## config.mk

```make
export PLATFORM = sky130hd
export DESIGN_NAME = fb_arbiter
export DESIGN_NICKNAME = d
export VERILOG_FILES = /design/src/rtl/fb_arbiter.sv
export SDC_FILE = /design/constraint.sdc
export NUM_CORES = 1
export LEC_CHECK = 0
export ABC_AREA = 1
export CAP_MARGIN = 20
export CORE_MARGIN = 1
export CORE_UTILIZATION = 30
export DETAILED_ROUTE_END_ITERATION = 10
export MAX_ROUTING_LAYER = met4
export PLACE_DENSITY = 0.46
export RECOVER_POWER = 25
export SLEW_MARGIN = 0
export SYNTH_ARGS = -nofsm -noshare
export SYNTH_HDL_FRONTEND = slang
export SYNTH_SLANG_ARGS = --single-unit
```

## constraint.sdc

```tcl
create_clock -name clk -period 2.76 [get_ports clk]
set_clock_uncertainty 0.15 [all_clocks]
set_input_delay 0.276 -clock clk [delete_from_list [all_inputs] [get_ports clk]]
set_output_delay 0.276 -clock clk [all_outputs]
set_load 0.02 [all_outputs]
```

## src/rtl/fb_arbiter.sv

```systemverilog
// ---------------------------------------------------------------------------
// fb_arbiter
//
// Shares one single-port frame-buffer RAM (1-cycle read latency) between the
// VGA pixel fetch path and a pixel writer (drawing engine).
//
// The display always wins: a display request in cycle N is registered onto the
// RAM port in N+1, and its data is flagged valid in N+2. Writer pixels are
// absorbed into a small FIFO and drained only in cycles where the display
// makes no request, which in practice means blanking. A saturating counter
// measures how long the FIFO head has been blocked by the display. When the
// counter reaches STARVE_LIMIT it sets a sticky flag, which software clears.
//
// Handshake (writer side): valid/ready. The writer holds wr_addr/wr_data
// stable while wr_valid=1. A pixel transfers on any rising edge where
// wr_valid & wr_ready. wr_ready depends only on the registered FIFO level
// and never on wr_valid, so a pop in the same cycle does not raise wr_ready
// early.
//
// Ports
//   clk, rst_n         pixel clock, asynchronous active-low reset
//   disp_req/addr      display read request and address (one pixel per cycle)
//   disp_rdata/rvalid  read data (straight from mem_rdata) and its valid flag
//   wr_valid/addr/data writer pixel, accepted when wr_ready
//   wr_ready           FIFO not full
//   mem_en/we/addr/wdata  registered RAM port controls
//   mem_rdata          RAM read data, valid one cycle after a read enable
//   wbuf_level         FIFO occupancy 0..WBUF_DEPTH
//   wr_starve          sticky starvation flag
//   starve_clr         clears wr_starve (a set in the same cycle wins)
//   dbg_gnt            grant issued last cycle: 0 idle, 1 display, 2 write
// ---------------------------------------------------------------------------
module fb_arbiter #(
  parameter int ADDR_W       = 19,
  parameter int DATA_W       = 1,
  parameter int WBUF_DEPTH   = 4,
  parameter int STARVE_LIMIT = 800,
  localparam int LVL_W       = $clog2(WBUF_DEPTH) + 1,
  localparam int PTR_W       = $clog2(WBUF_DEPTH),
  localparam int CNT_W       = $clog2(STARVE_LIMIT + 1)
) (
  input  logic              clk,
  input  logic              rst_n,
  // display read path
  input  logic              disp_req,
  input  logic [ADDR_W-1:0] disp_addr,
  output logic [DATA_W-1:0] disp_rdata,
  output logic              disp_rvalid,
  // writer path
  input  logic              wr_valid,
  input  logic [ADDR_W-1:0] wr_addr,
  input  logic [DATA_W-1:0] wr_data,
  output logic              wr_ready,
  // RAM port
  output logic              mem_en,
  output logic              mem_we,
  output logic [ADDR_W-1:0] mem_addr,
  output logic [DATA_W-1:0] mem_wdata,
  input  logic [DATA_W-1:0] mem_rdata,
  // status
  output logic [LVL_W-1:0]  wbuf_level,
  output logic              wr_starve,
  input  logic              starve_clr,
  output logic [1:0]        dbg_gnt
);

  typedef enum logic [1:0] {
    GNT_IDLE = 2'd0,
    GNT_DISP = 2'd1,
    GNT_WR   = 2'd2
  } gnt_e;

  // -------------------------------------------------------------------------
  // Registers
  // -------------------------------------------------------------------------
  logic [ADDR_W-1:0] r_fifo_addr [WBUF_DEPTH];
  logic [DATA_W-1:0] r_fifo_data [WBUF_DEPTH];
  logic [PTR_W-1:0]  r_wptr;
  logic [PTR_W-1:0]  r_rptr;
  logic [LVL_W-1:0]  r_level;

  gnt_e              r_gnt;
  logic              r_mem_en;
  logic              r_mem_we;
  logic [ADDR_W-1:0] r_mem_addr;
  logic [DATA_W-1:0] r_mem_wdata;
  logic              r_rv_s1;
  logic              r_rv_s2;

  logic [CNT_W-1:0]  r_starve_cnt;
  logic              r_starve;

  // -------------------------------------------------------------------------
  // Combinational control
  // -------------------------------------------------------------------------
  logic              w_empty;
  logic              w_full;
  logic              w_push;
  logic              w_pop;
  gnt_e              w_gnt;
  logic [ADDR_W-1:0] w_head_addr;
  logic [DATA_W-1:0] w_head_data;
  logic              w_cnt_at_limit;

  assign w_empty        = (r_level == '0);
  assign w_full         = (r_level == LVL_W'(WBUF_DEPTH));
  assign w_push         = wr_valid & ~w_full;
  assign w_head_addr    = r_fifo_addr[r_rptr];
  assign w_head_data    = r_fifo_data[r_rptr];
  assign w_cnt_at_limit = (r_starve_cnt == CNT_W'(STARVE_LIMIT));

  // Fixed priority: display first, then a queued write, else idle.
  always_comb begin
    w_gnt = GNT_IDLE;
    if (disp_req) begin
      w_gnt = GNT_DISP;
    end else if (!w_empty) begin
      w_gnt = GNT_WR;
    end
  end

  assign w_pop = (w_gnt == GNT_WR);

  // -------------------------------------------------------------------------
  // Write FIFO storage. Data entries need no reset because the level decides
  // what is valid.
  // -------------------------------------------------------------------------
  always_ff @(posedge clk) begin
    if (w_push) begin
      r_fifo_addr[r_wptr] <= wr_addr;
      r_fifo_data[r_wptr] <= wr_data;
    end
  end

  // Pointers wrap naturally because WBUF_DEPTH is a power of two. A pop
  // always reads the old head, so a push and a pop in the same cycle keep
  // acceptance order.
  always_ff @(posedge clk or negedge rst_n) begin
    if (!rst_n) begin
      r_wptr  <= '0;
      r_rptr  <= '0;
      r_level <= '0;
    end else begin
      if (w_push) begin
        r_wptr <= r_wptr + PTR_W'(1);
      end
      if (w_pop) begin
        r_rptr <= r_rptr + PTR_W'(1);
      end
      case ({w_push, w_pop})
        2'b10:   r_level <= r_level + LVL_W'(1);
        2'b01:   r_level <= r_level - LVL_W'(1);
        default: r_level <= r_level;
      endcase
    end
  end

  // -------------------------------------------------------------------------
  // Grant state machine and registered RAM port. On an idle cycle the
  // address and write data hold, so the RAM pins do not toggle during
  // blanking. A display read leaves mem_wdata unchanged.
  // -------------------------------------------------------------------------
  always_ff @(posedge clk or negedge rst_n) begin
    if (!rst_n) begin
      r_gnt       <= GNT_IDLE;
      r_mem_en    <= 1'b0;
      r_mem_we    <= 1'b0;
      r_mem_addr  <= '0;
      r_mem_wdata <= '0;
      r_rv_s1     <= 1'b0;
      r_rv_s2     <= 1'b0;
    end else begin
      r_gnt <= w_gnt;
      case (w_gnt)
        GNT_DISP: begin
          r_mem_en   <= 1'b1;
          r_mem_we   <= 1'b0;
          r_mem_addr <= disp_addr;
        end
        GNT_WR: begin
          r_mem_en    <= 1'b1;
          r_mem_we    <= 1'b1;
          r_mem_addr  <= w_head_addr;
          r_mem_wdata <= w_head_data;
        end
        default: begin
          r_mem_en <= 1'b0;
          r_mem_we <= 1'b0;
        end
      endcase
      // Stage 1 marks the RAM read cycle. Stage 2 lines up with mem_rdata.
      r_rv_s1 <= (w_gnt == GNT_DISP);
      r_rv_s2 <= r_rv_s1;
    end
  end

  // -------------------------------------------------------------------------
  // Starvation monitor. The counter only runs while a write waits behind the
  // display. Any pop or an empty FIFO resets it, and it saturates at the
  // limit. The flag samples the registered counter, so it rises one cycle
  // after the limit is reached.
  // -------------------------------------------------------------------------
  always_ff @(posedge clk or negedge rst_n) begin
    if (!rst_n) begin
      r_starve_cnt <= '0;
      r_starve     <= 1'b0;
    end else begin
      if (w_empty || w_pop) begin
        r_starve_cnt <= '0;
      end else if (disp_req && !w_cnt_at_limit) begin
        r_starve_cnt <= r_starve_cnt + CNT_W'(1);
      end

      if (w_cnt_at_limit) begin
        r_starve <= 1'b1;
      end else if (starve_clr) begin
        r_starve <= 1'b0;
      end
    end
  end

  // -------------------------------------------------------------------------
  // Outputs
  // -------------------------------------------------------------------------
  assign disp_rdata  = mem_rdata;
  assign disp_rvalid = r_rv_s2;
  assign wr_ready    = ~w_full;
  assign mem_en      = r_mem_en;
  assign mem_we      = r_mem_we;
  assign mem_addr    = r_mem_addr;
  assign mem_wdata   = r_mem_wdata;
  assign wbuf_level  = r_level;
  assign wr_starve   = r_starve;
  assign dbg_gnt     = r_gnt;

endmodule

```

* Yosys cells after proc, flatten, opt, wreduce, memory -nomap -nowiden *
Memory sizes are Yosys's and may differ from the RTL's. A register that Yosys moved wholly into a read port is not among the register bits.
Index checks and enable logic that the tools add are counted.

cells by class
  add/sub/neg operators = 5
  equal/unequal tests = 6
  reductions and logical operators = 10
  bitwise gates (word level) = 2
  muxes and demuxes = 12

operators by type and width
  cell                                                                    count
  19-bit case mux with 2 select lines                                     1
  10-bit two-way mux                                                      2
  10-bit by 1-bit adder with 10-bit output (second input constant)        1
  10-bit equality test (second input constant)                            1
  2-bit nonzero test                                                      4
  1-bit two-way mux                                                       6
  3-bit case mux with 2 select lines                                      1
  2-bit by 1-bit adder with 2-bit output (second input constant)          2
  2-bit by 1-bit equality test with 1-bit output (second input constant)  2
  2-bit equality test (second input constant)                             2
  2-bit two-way mux                                                       2
  3-bit by 1-bit adder with 3-bit output (second input constant)          1
  3-bit equality test (second input constant)                             1
  3-bit zero test                                                         1
  3-bit by 1-bit subtractor with 3-bit output (second input constant)     1
  1-bit zero test                                                         2
  2-bit OR reduction                                                      1
  1-bit bitwise AND                                                       1
  1-bit logical AND                                                       1
  1-bit logical OR                                                        1
  1-bit inverter                                                          1

storage, ports and cells
  memory bits (writable) = 80
  register bits = 43
  output and inout port bits = 31
  memories = 2
  bits of input ports = 45
  word-level logic and storage cells = 48

memories
  memory       words  width  read ports  clocked after Yosys merged registers in  write ports  line  RTL
  r_fifo_addr  4      19     1           0                                        1            76    logic [ADDR_W-1:0] r_fifo_addr [WBUF_DEPTH];
  r_fifo_data  4      1      1           1                                        1            77    logic [DATA_W-1:0] r_fifo_data [WBUF_DEPTH];

* Longest topological paths before layout *
Gate-level depths: netlist of run 1.

  depth after elaboration = 6
  gate-level depth with buffers = 10

* Least setup slack after synthesis of run 1 *
OpenSTA, ideal clock, no wires.

  path type = register to register
  start point = register r_level[1] (netlist: wbuf_level[1])
  end point = memory r_fifo_addr[0][0], enable pin
  path buffers = 0
  arrival time = 1.812 ns
  clock period less this slack = 2.358 ns
  path slack = 0.402 ns
  cell stages (with the launch flop) = 5
  required time = 2.213 ns
  cell sequence = dfrtp_1 nor2_4 nand2_1 nand2_2 nor2_1

between the ends
  longest elaborated chain between the ends = 5

ends and longest elaborated chain
  item                                     line  RTL
  start, declared                          80    logic [LVL_W-1:0] r_level;
  start signal, assigned                   151   2'b10: r_level <= r_level + LVL_W'(1);
  start signal, assigned                   152   2'b01: r_level <= r_level - LVL_W'(1);
  start signal, assigned                   153   default: r_level <= r_level;
  3-bit equality test                      106   assign w_full = (r_level == LVL_W'(WBUF_DEPTH));
  1-bit inverter                           n/a
  via wr_ready                             53    output logic wr_ready,
  1-bit bitwise AND                        107   assign w_push = wr_valid & ~w_full;
  1-bit two-way mux                        129   if (w_push) begin
  1-bit two-way mux (not written as such)  130   r_fifo_addr[r_wptr] <= wr_addr;
  end, declared                            76

The timed path passes the listed nets, and every way through them passes these cells.

* Worst setup path after layout of run 1 *
  start point = register r_level[1] (netlist: wbuf_level[1])
  end point = register r_level[2] (netlist: wbuf_level[2])

between the ends
  longest elaborated chain between the ends = 6

ends and longest elaborated chain
  item                                                                                   line  RTL
  3-bit zero test                                                                        105   assign w_empty = (r_level == '0);
  2-bit two-way mux                                                                      117   end else if (!w_empty) begin
  2-bit two-way mux                                                                      115   if (disp_req) begin
  2-bit equality test                                                                    122   assign w_pop = (w_gnt == GNT_WR);
  2-bit by 1-bit equality test with 1-bit output or 2-bit equality test (tied branches)  150   case ({w_push, w_pop})
  3-bit case mux with 2 select lines or 2-bit nonzero test (tied branches)               n/a

Parallel ways exist; a longest one is shown, timed or not.
A chain may end at the register's enable or synchronous reset.

==> results by group, run 1 <==
Synthesis
  – Cell taking the most area after synthesis: edfxtp_1
  – Primary FF master, synth: edfxtp_1
  – Number of flops mapped to enable cells by yosys: 80
  – Mapped cell area: 5130 um2
  – Synth Warn #: 0
  – Area share of the largest cell type after synthesis: 0.468
  – Synth Area per Inst: 11.1 um2
  – Yosys reg bits: approximately 120
  – Post-synth top cells: nand2_1, nand3_1, edfxtp_1
  – Syn Nets: roughly 510
  – Largest cells by area after synthesis: edfxtp_1, dfrtp_1, nand2_1, nand3_1, nand4_1
  – Async set-or-reset flop fraction in the synthesized netlist: 0.355
  – Top-count cell post-synth: nand2_1
  – Post-synth cell types: 23
  – Register area share after synthesis: 0.683
  – Mapped Cells: 461

Routing
  – DRT iter0 DRCs: roughly 190
  – Drt drc: 0
  – Via count: 3,505
  – DR WL/cell: 15.3 um
  – Post-DRT Antenna Nets: 0
  – Drt pass-1 iters: 4
  – Wirelength, routed: roughly 12 mm
  – Via density per instance: 4.52

Final layout
  – Design Area, Final: 6730 um2
  – Share of cells above drive strength 1: 0.0955
  – Final nets: ~600
  – Synth-to-layout area growth: 31.2%
  – Fillers: approximately 1,600

Clock tree
  – Post-CTS Setup Bufs: 0
  – Worst-skew pair later-pin latency: 410 ps
  – CTS H-Tree Depth: 4
  – CTS Sinks: 124
  – Total CTS buffers: 17
  – Reg clk slew, reported paths: 60 ps
  – CTS tree: yes
  – Clock root buffer: clkbuf_16
  – Bufs on Longest Clock Path: 2

Min path
  – Min-delay src: r_rv_s1
  – Hold-critical path depth: 0
  – Worst Hold Path EP: disp_rvalid
  – Worst hold path class: reg2reg

STA
  – Max Clock Freq: 434 MHz
  – RSZ-0062 raised after global routing: no
  – Setup TNS: 0 ps
  – Final count of negative-setup-slack endpoints: 0
  – Slew Limit Fails: 0
  – Fin crit share: 0.835
  – Final hold viol count: 0
  – Max_slew headroom: 0.527
  – Worst slew pin tran: 709 ps
  – Tmin final: 2310 ps

Global routing
  – Met3 Resource Use GR: 0.0391
  – GRT Total Usage: 0.151
  – Global route overflow: 0
  – Vias in the first global route: 3,542
  – Largest net degree at the start of global routing: 42
  – Met2 usage: 0.229
  – Antenna violations before repair: 1
  – Global-route wire length before repair: 19.2 mm
  – Met1 usage in global routing: 0.187
  – Top Usage Layer GRT: met2

Worst setup path
  – Worst path arrival time: 2440 ps
  – Worst R2R Setup Slack: 450 ps
  – Slowest CP cell: dfrtp_1
  – Critical path capture point type: flip-flop
  – R2r startpoint: wbuf_level[1]
  – WP buf/inv: 1
  – WP data required: 2900 ps
  – Critical path, cell by cell: nor2_4, nand2_1, nand2_2, ha_1, inv_1, fa_1, a21oi_1, o21ai_0, xor2_1
  – R2R Path End: wbuf_level[2]
  – Crit path largest cell delay: 430 ps
  – Crit path max-delay family: simple AND/OR/NAND/NOR gates
  – R2R cell count: 9
  – Worst Setup Start Kind: flip-flop
  – Type of the worst setup path: reg2reg
  – Crit path max fanout: 11

Status
  – Status: finished clean

Power
  – Power Dens Cells: roughly 1100 nW/um2
  – Leak: about 2.7 nW
  – Max IR drop VDD: 0.411 mV

Placement
  – IO Port Bufs: between 70 and 80
  – Placed cell area: 6080 um2
  – Post-DP HPWL: 7.70 mm
  – GP Congestion: 0.762

Floorplanning
  – Die Y-Extent: 133 um
  – Initial Util: 0.308
  – Row count: between 40 and 50
  – Die Wd: between 100 and 150 um
  – IO Pins: 76
  – Die area: 17,600 um2
  – Core Region: 16,600 um2

Job
  – Max-Cap Viols: 0
stage by stage:
step	instances	utilization	hold slack [ps]	setup WS (ps)	total power, mW
after floorplan	461	-	-170	402	4.04
after global placement	742	0.365	152	503	4.89
after detailed placement	742	0.365	154	451	4.92
after CTS	775	0.404	213	438	7.32
after global routing	776	0.404	224	237	7.65
final	776	0.404	210	455	7.21
worst reg2reg max path, delay by kind of cell, from the launching register on:
family                     cells  cell delay, ps
and+or+nand+nor                3             590
AOI/OAI and AO/OA              2             270
adders and majority gates      2             550
DFF                            1             430
buffers and inverters          1              60
xor gates and xnor gates       1             150
routing by layer:
metal / vias to the layer above / wire (um)
met1: 1664 / 5540
met4: 0 / 167
met2: 77 / 5690
li1: 1753 / -
met3: 11 / 449
met5: - / 0
power breakdown:
part,internal (mW),switching [mW]
Sequential,2.45,0.202
Clock,1.53,0.845
Combinational,0.781,1.40
layout make-up:
class | count | area, um2 | area share
multi-input cells | 284 | 1380 | 0.204
clock buffers | 18 | 429 | 0.0638
well taps | 220 | 275 | 0.0409
diodes | 1 | 2.50 | 0.000372
inverters | 28 | 105 | 0.0156
clock inverters | 14 | 206 | 0.0307
flip-flops and latches | 124 | 3500 | 0.521
repair buffers | 87 | 833 | 0.124
cell usage in the layout (no fill, tap or decap), drive strengths merged:
master,count
nand2,120
nand3,86
edfxtp,80
clkdlybuf4s50,55
dfrtp,44
inv,34
nor2,26
nand4,22
dlygate4sd3,18
clkbuf,18
buf,14
a21oi,7
ha,7
o21ai,6
xor2,4
bufinv,4
clkinv,3
nor3,2
xnor2,2
diode,1
and3,1
fa,1
clkinvlp,1
registers in the layout (all words and copies together) (netlist names), 2 cells and up:
register / count
r_fifo_data: 4
r_starve_cnt: 10
r_rptr: 2
r_fifo_addr: 76
mem_addr: 19
r_wptr: 2
dbg_gnt: 2
wbuf_level: 3
cell families after synthesis:
group / count (synthesis) / synth area share
and+or+nand+nor: 257 / 0.224
DFF: 124 / 0.683
adders and majority gates: 8 / 0.0210
AOI/OAI and AO/OA: 13 / 0.0127
buffers and inverters: 53 / 0.0493
xor gates and xnor gates: 6 / 0.0102
how the worst max path moves through the flow:
| stage | from | endpoint | slack (ps) | cells after the start |
|---|---|---|---|---|
| 2_1_floorplan | wbuf_level[1] | r_fifo_addr[0][0] | 400 | 4 |
| 3_3_place_gp | wbuf_level[1] | wbuf_level[2] | 500 | 9 |
| 3_5_place_dp | wbuf_level[1] | wbuf_level[2] | 450 | 9 |
| 4_1_cts | wbuf_level[1] | wbuf_level[2] | 440 | 9 |
| 5_1_grt | wbuf_level[1] | wbuf_level[2] | 240 | 9 |
| 6_report | wbuf_level[1] | wbuf_level[2] | 450 | 9 |
what timing repair did:
action	in CTS	in global routing
endpoints found under the hold margin	22	0
gates resized for setup	0	0
hold buffers	1	0
No activity file was read; power rests on OpenSTA's default activity.
==> run 2, diff against run 1 <==
==> constraint.sdc (replaced) <==
create_clock -name clk -period 2.3 [get_ports clk]
set_clock_uncertainty 0.15 [all_clocks]
set_input_delay 0.23 -clock clk [delete_from_list [all_inputs] [get_ports clk]]
set_output_delay 0.23 -clock clk [all_outputs]
set_load 0.02 [all_outputs]
==> run 2 against run 1 <==
- via count increased by 1.9%
- hold slack got worse by 13 ps
- total power grew 19%
- global-route usage about the same
- sequential cell count is the same
- first-iteration DRC count shrank 15%
- clock-buffer cell count increased by 2
- final cell count grew 0.64%
- design area up 0.91%
- critical path type unchanged
- largest cell class unchanged
==> results by group, run 2 (synthesis results as in run 1) <==
Floorplanning
  – Die Wd: 133 um
  – Row count: 47
  – Initial Util: 0.308
  – Die Y-Extent: 133 um
  – Die area: 17,600 um2
  – IO Pins: 76
  – Core Region: ~17,000 um2

Clock tree
  – Worst-skew pair later-pin latency: 410 ps
  – Total CTS buffers: 17
  – Bufs on Longest Clock Path: 2
  – Post-CTS Setup Bufs: 0
  – CTS tree: yes
  – Clock root buffer: clkbuf_16
  – PostCTS Resize Cnt: 0
  – CTS Sinks: 124
  – CTS H-Tree Depth: 4
  – Reg clk slew, reported paths: 60 ps

STA
  – Max_slew headroom: 0.606
  – Tmin final: 2020 ps
  – Min Hold Slack: 197 ps
  – Fin crit share: 0.879
  – Final hold viol count: 0
  – RSZ-0062 raised after global routing: no
  – Slew Limit Fails: 0
  – Worst slew pin tran: 592 ps
  – Worst setup margin: 279 ps
  – Final count of negative-setup-slack endpoints: 0
  – Max Clock Freq: 495 MHz

Worst setup path
  – Critical path capture point type: flip-flop
  – R2R cell count: 9
  – Slowest CP cell: dfrtp_1
  – Worst Setup Start Kind: flip-flop
  – R2R Path End: wbuf_level[2]
  – Critical path, cell by cell: nor2_4, nand2_1, nand2_2, ha_1, inv_1, fa_1, a21oi_1, o21ai_0, xor2_1
  – Worst R2R Setup Slack: 280 ps
  – Crit path largest cell delay: between 400 and 500 ps
  – R2r startpoint: wbuf_level[1]
  – Type of the worst setup path: reg2reg
  – Crit path max fanout: 4
  – Worst path arrival time: 2150 ps
  – WP data required: 2430 ps

Routing
  – Drt drc: 0
  – Via count: 3,572
  – Drt pass-1 iters: 4
  – Post-DRT Antenna Nets: 0
  – DR WL/cell: 15.4 um
  – DRT iter0 DRCs: around 160
  – Via density per instance: between 4 and 5
  – Wirelength, routed: 12.0 mm

Global routing
  – Largest net degree at the start of global routing: 45
  – Antenna violations before repair: 0
  – GRT Total Usage: 0.151
  – Global route overflow: 0
  – Vias in the first global route: 3,564
  – Global-route wire length before repair: 19.4 mm

Job
  – Max-Cap Viols: 0

Min path
  – Hold-critical path depth: 0
  – Worst Hold Path EP: disp_rvalid
  – Min-delay src: r_rv_s1
  – Worst hold path class: reg2reg

Power
  – Power Dens Cells: 1270 nW/um2
  – Max IR drop VDD: just over 0.8 mV
  – Leak: 2.70 nW

Final layout
  – Commonest non-fill, non-tap cell in the layout: nand2_1
  – Antenna Cells: 0
  – Fillers: 1,617
  – Final Util: 0.408
  – Largest Register: r_fifo_addr
  – Final nets: 601
  – Synth-to-layout area growth: 32.4%
  – Share of cells above drive strength 1: 0.107
  – Most frequent cells in the layout: nand2_1, nand3_1, edfxtp_1, clkdlybuf4s50_1, dfrtp_1
  – Max reg flops: 76

Placement
  – Post-DP HPWL: 7.79 mm
  – IO Port Bufs: between 70 and 80
  – Pre-CTS setup slack: ~160 ps
  – GP Congestion: 0.772

Status
  – Status: finished clean
-- run 2: cell types whose count changed in the layout (fill, tap and decap cells not counted), moves of 2 or more --
| cell | before | now |
|---|---|---|
| buf_12 | 0 | 4 |
| buf_4 | 13 | 15 |
| bufinv_16 | 4 | 2 |
| inv_6 | 6 | 2 |
| clkbuf_8 | 0 | 3 |
| clkinv_2 | 0 | 2 |
-- run 2: area by class of cell --
type | instances | area, um2 | share of cell area
well taps | 220 | 275 | 0.0405
clock inverters | 12 | 138 | 0.0203
flip-flops and latches | 124 | 3500 | 0.516
clock buffers | 20 | 467 | 0.0687
repair buffers | 93 | 928 | 0.137
multi-input cells | 284 | 1380 | 0.202
inverters | 28 | 105 | 0.0155
-- run 2: stage by stage --
step | power [mW] | area (um2) | cells | TNS (ps)
2_1_floorplan | 4.85 | 5130 | 461 | -4670
3_3_place_gp | 6.02 | 6180 | 748 | 0
3_5_place_dp | 6.04 | 6180 | 748 | 0
4_1_cts | 8.73 | 6790 | 781 | 0
5_1_grt | 9.10 | 6790 | 781 | 0
6_report | 8.60 | 6790 | 781 | 0
-- run 2: worst max-delay path by stage --
stage | startpoint | to | slack, ps
floorplan | wbuf_level[1] | r_fifo_addr[0][0] | -60
global placement | disp_req | wbuf_level[2] | 160
detailed placement | disp_req | wbuf_level[2] | 160
CTS | wbuf_level[1] | wr_ready | 250
global route | wbuf_level[1] | wbuf_level[2] | 150
finish | wbuf_level[1] | wbuf_level[2] | 280
-- run 2: power by group --
| group | internal (mW) | switching [mW] | total, mW | leakage (nW) |
|---|---|---|---|---|
| Sequential | 2.94 | 0.234 | 3.17 | 1.27 |
| Clock | 1.69 | 0.973 | 2.66 | 0.293 |
| Combinational | 1.04 | 1.72 | 2.76 | 1.13 |
-- run 2: timing repair --
item                                   CTS  global route
endpoints found under the hold margin   44             0
setup endpoints to repair                0             0
hold buffers                             1             0
-- run 2: critical path: cells and delay by family, from the launching register on --
family,cells,cell delay (ps)
XOR/XNOR,1,160
AND/OR/NAND/NOR,3,350
AO/OA/AOI/OAI,2,240
flip-flops,1,430
adder cells (fa/ha/maj),2,510
buffers and inverters,1,70
-- run 2: layer usage --
metal / routed length, um / vias to the layer above / global-route usage
met5: 0 / - / -
met4: 108 / 0 / 0.0536
met3: 373 / 8 / 0.0402
met2: 5860 / 60 / 0.237
met1: 5660 / 1747 / 0.188
li1: - / 1757 / -
==> RTL edit, RTL diff (flow settings as in run 2) <==
`ADDR_W`: 19 -> 21.
--- a/src/rtl/fb_arbiter.sv
+++ b/src/rtl/fb_arbiter.sv
@@ -33,3 +33,3 @@
 module fb_arbiter #(
-  parameter int ADDR_W       = 19,
+  parameter int ADDR_W       = 21,
   parameter int DATA_W       = 1,
Ports: changed (resized disp_addr, mem_addr and wr_addr); port bits go from 76 to 82. The function was not compared with the original's and may differ.
==> RTL edit against run 2 <==
Final area grew 5.6%. Maximum frequency grew 1.7%. Critical path type is now reg -> out. Power grew 5.1%. Sequential cell count grew 10. Setup slack gained 0.033 ns. Clock power is essentially flat. Sequential power grew 8.8%. Critical endpoint is now wr_ready. Area after synthesis grew 6.9%. Critical path depth shrank 6. Routed wire length grew 8.7%. Largest cell class unchanged.
==> RTL edit: results (changes against run 2) <==
[routing]
drt_iter0_markers = 282  ; +72%
wl_per_cell_um = 16.0  ; +4.3%
dr.pass1.iters = 5  ; +1
via_per_inst = 4.62  ; +1.0%
vias = 3761  ; +5.3%

[synthesis]
ys_types = 27  ; +17%
synthTopCellsByArea = edfxtp_1 (48%), dfrtp_1 (21%), nand3_1 (8.9%)
syn_nets = 541  ; +5.3%
yosysSeqAreaShare_pct = 69.2  ; +0.90 points
synth_edf_count = 88  ; +10%
synth-async-reset-ratio_pct = 34.3  ; -1.2 points
synth_top_cells_by_count = nand2_1 (120), nand3_1 (97), edfxtp_1 (88)
syn_area_per_cell_um2 = 11.3  ; +1.8%

[global_route]
grt_pass1_wl_um = 20500  ; +5.8%
grtUsageTotal_pct = 15.6  ; +0.47 points
grt_start_max_net_pins = 47  ; +4.4%
antenna_found_initial = 0  ; unchanged
grt_pass1_vias = 3724  ; +4.5%

[clocking]
insertion_delay_ns = 0.41  ; about the same
clk_pin_slew_ns = 0.06  ; about the same
cts_buffers = 17  ; unchanged
clock-root-buffer = clkbuf_16
postCtsResizedCells = 0  ; unchanged
clock_path_buffers = 2  ; unchanged
ctsHtreeMaxLevel = 4  ; unchanged

[setup_path]
r2r_cells = 10  ; +1
crit_family = buffers and inverters
rr_startpoint = wbuf_level[0]
max_stage_delay_ns = 0.60  ; +0.17 ns
crit_slowest_cell = clkdlybuf4s50_1
rrSetupSlack_ns = 0.31  ; +0.03 ns
crit_arrival_ns = 1.61  ; -0.54 ns

[min_path]
min_to = disp_rvalid

[power_and_ir_drop]
p_leak_uw = 0.00280  ; +3.6%
irDropWorstVdd_uv = 760  ; -8.2%

[placed_design]
dp_hpwl_um = 8110  ; +4.1%
io_buffers = 79  ; +8.2%
placed_cell_area_um2 = 6590  ; +6.7%
dp_cells = 781  ; +4.4%
place_congestion = 0.750  ; -2.9%
dp_slack_ns = 0.125  ; -0.0364 ns

[timing]
slew_headroom_pct = 58.4  ; -2.2 points
hold_ws_ns = 0.204  ; +0.00674 ns
tns_ns = 0  ; unchanged

[outcome]
status = complete, no violations

[cells_and_area]
diodes = 0  ; unchanged
max_flop_register = r_fifo_addr
largest_reg_flops = 84  ; +11%
layout-drive-gt1-share_pct = 10.4  ; -0.27 points
fillers = 1708  ; +5.6%
nets = 629  ; +4.7%

==> RTL edit: per-layer routing <==
layer / routed length, µm / global-route usage, %
met5: 0 / -
met3: 746 / 3.35
met2: 6090 / 23.1
met4: 179 / 5.86
met1: 6030 / 21.0
==> RTL edit: cell type report <==
type                    instances  area, µm²  area share [%]
clock buffers                  21        440            6.14
inverters                      26        100            1.40
multi-input cells             299       1470            20.5
flip-flops and latches        134       3790            52.9
repair buffers                 94        951            13.3
clock inverters                11        133            1.85
well taps                     229        287            4.00
==> RTL edit: power breakdown <==
| part | switching [µW] | internal (µW) | leakage, µW |
|---|---|---|---|
| registers | 267 | 3180 | 0.00137 |
| clock network | 963 | 1690 | 0.000286 |
| logic | 1860 | 1070 | 0.00114 |
==> RTL edit: how the worst max path moves through the flow <==
stage	start	endpoint	slack, ns	cells past startpoint
floorplan	wbuf_level[1]	r_fifo_addr[0][0]	-0.16	4
global placement	disp_req	wbuf_level[2]	0.13	10
detailed placement	disp_req	wbuf_level[2]	0.12	10
CTS	wbuf_level[0]	wr_ready	0.28	3
global route	wbuf_level[0]	wbuf_level[2]	0.13	10
finish	wbuf_level[0]	wr_ready	0.31	3
==> RTL edit: kinds of logic (layout without fill, tap and decap cells) <==
kind of cell,after synthesis,in the layout,share of synthesized area (%)
adder cells (fa/ha/maj),8,8,1.96
AO/OA/AOI/OAI,13,13,1.21
AND/OR/NAND/NOR,271,271,22.3
XOR/XNOR,7,7,1.12
flip-flops,134,134,69.2
buffers and inverters,51,152,4.24
==> RTL edit: worst reg2reg max path: stages (launching register included) <==
cell	delay, ns
dfrtp_1	0.45
nor2_4	0.06
nand2_2	0.09
nand2_4	0.08
inv_2	0.07
ha_1	0.13
inv_1	0.06
fa_1	0.37
a21oi_1	0.14
o21ai_0	0.10
xor2_1	0.15
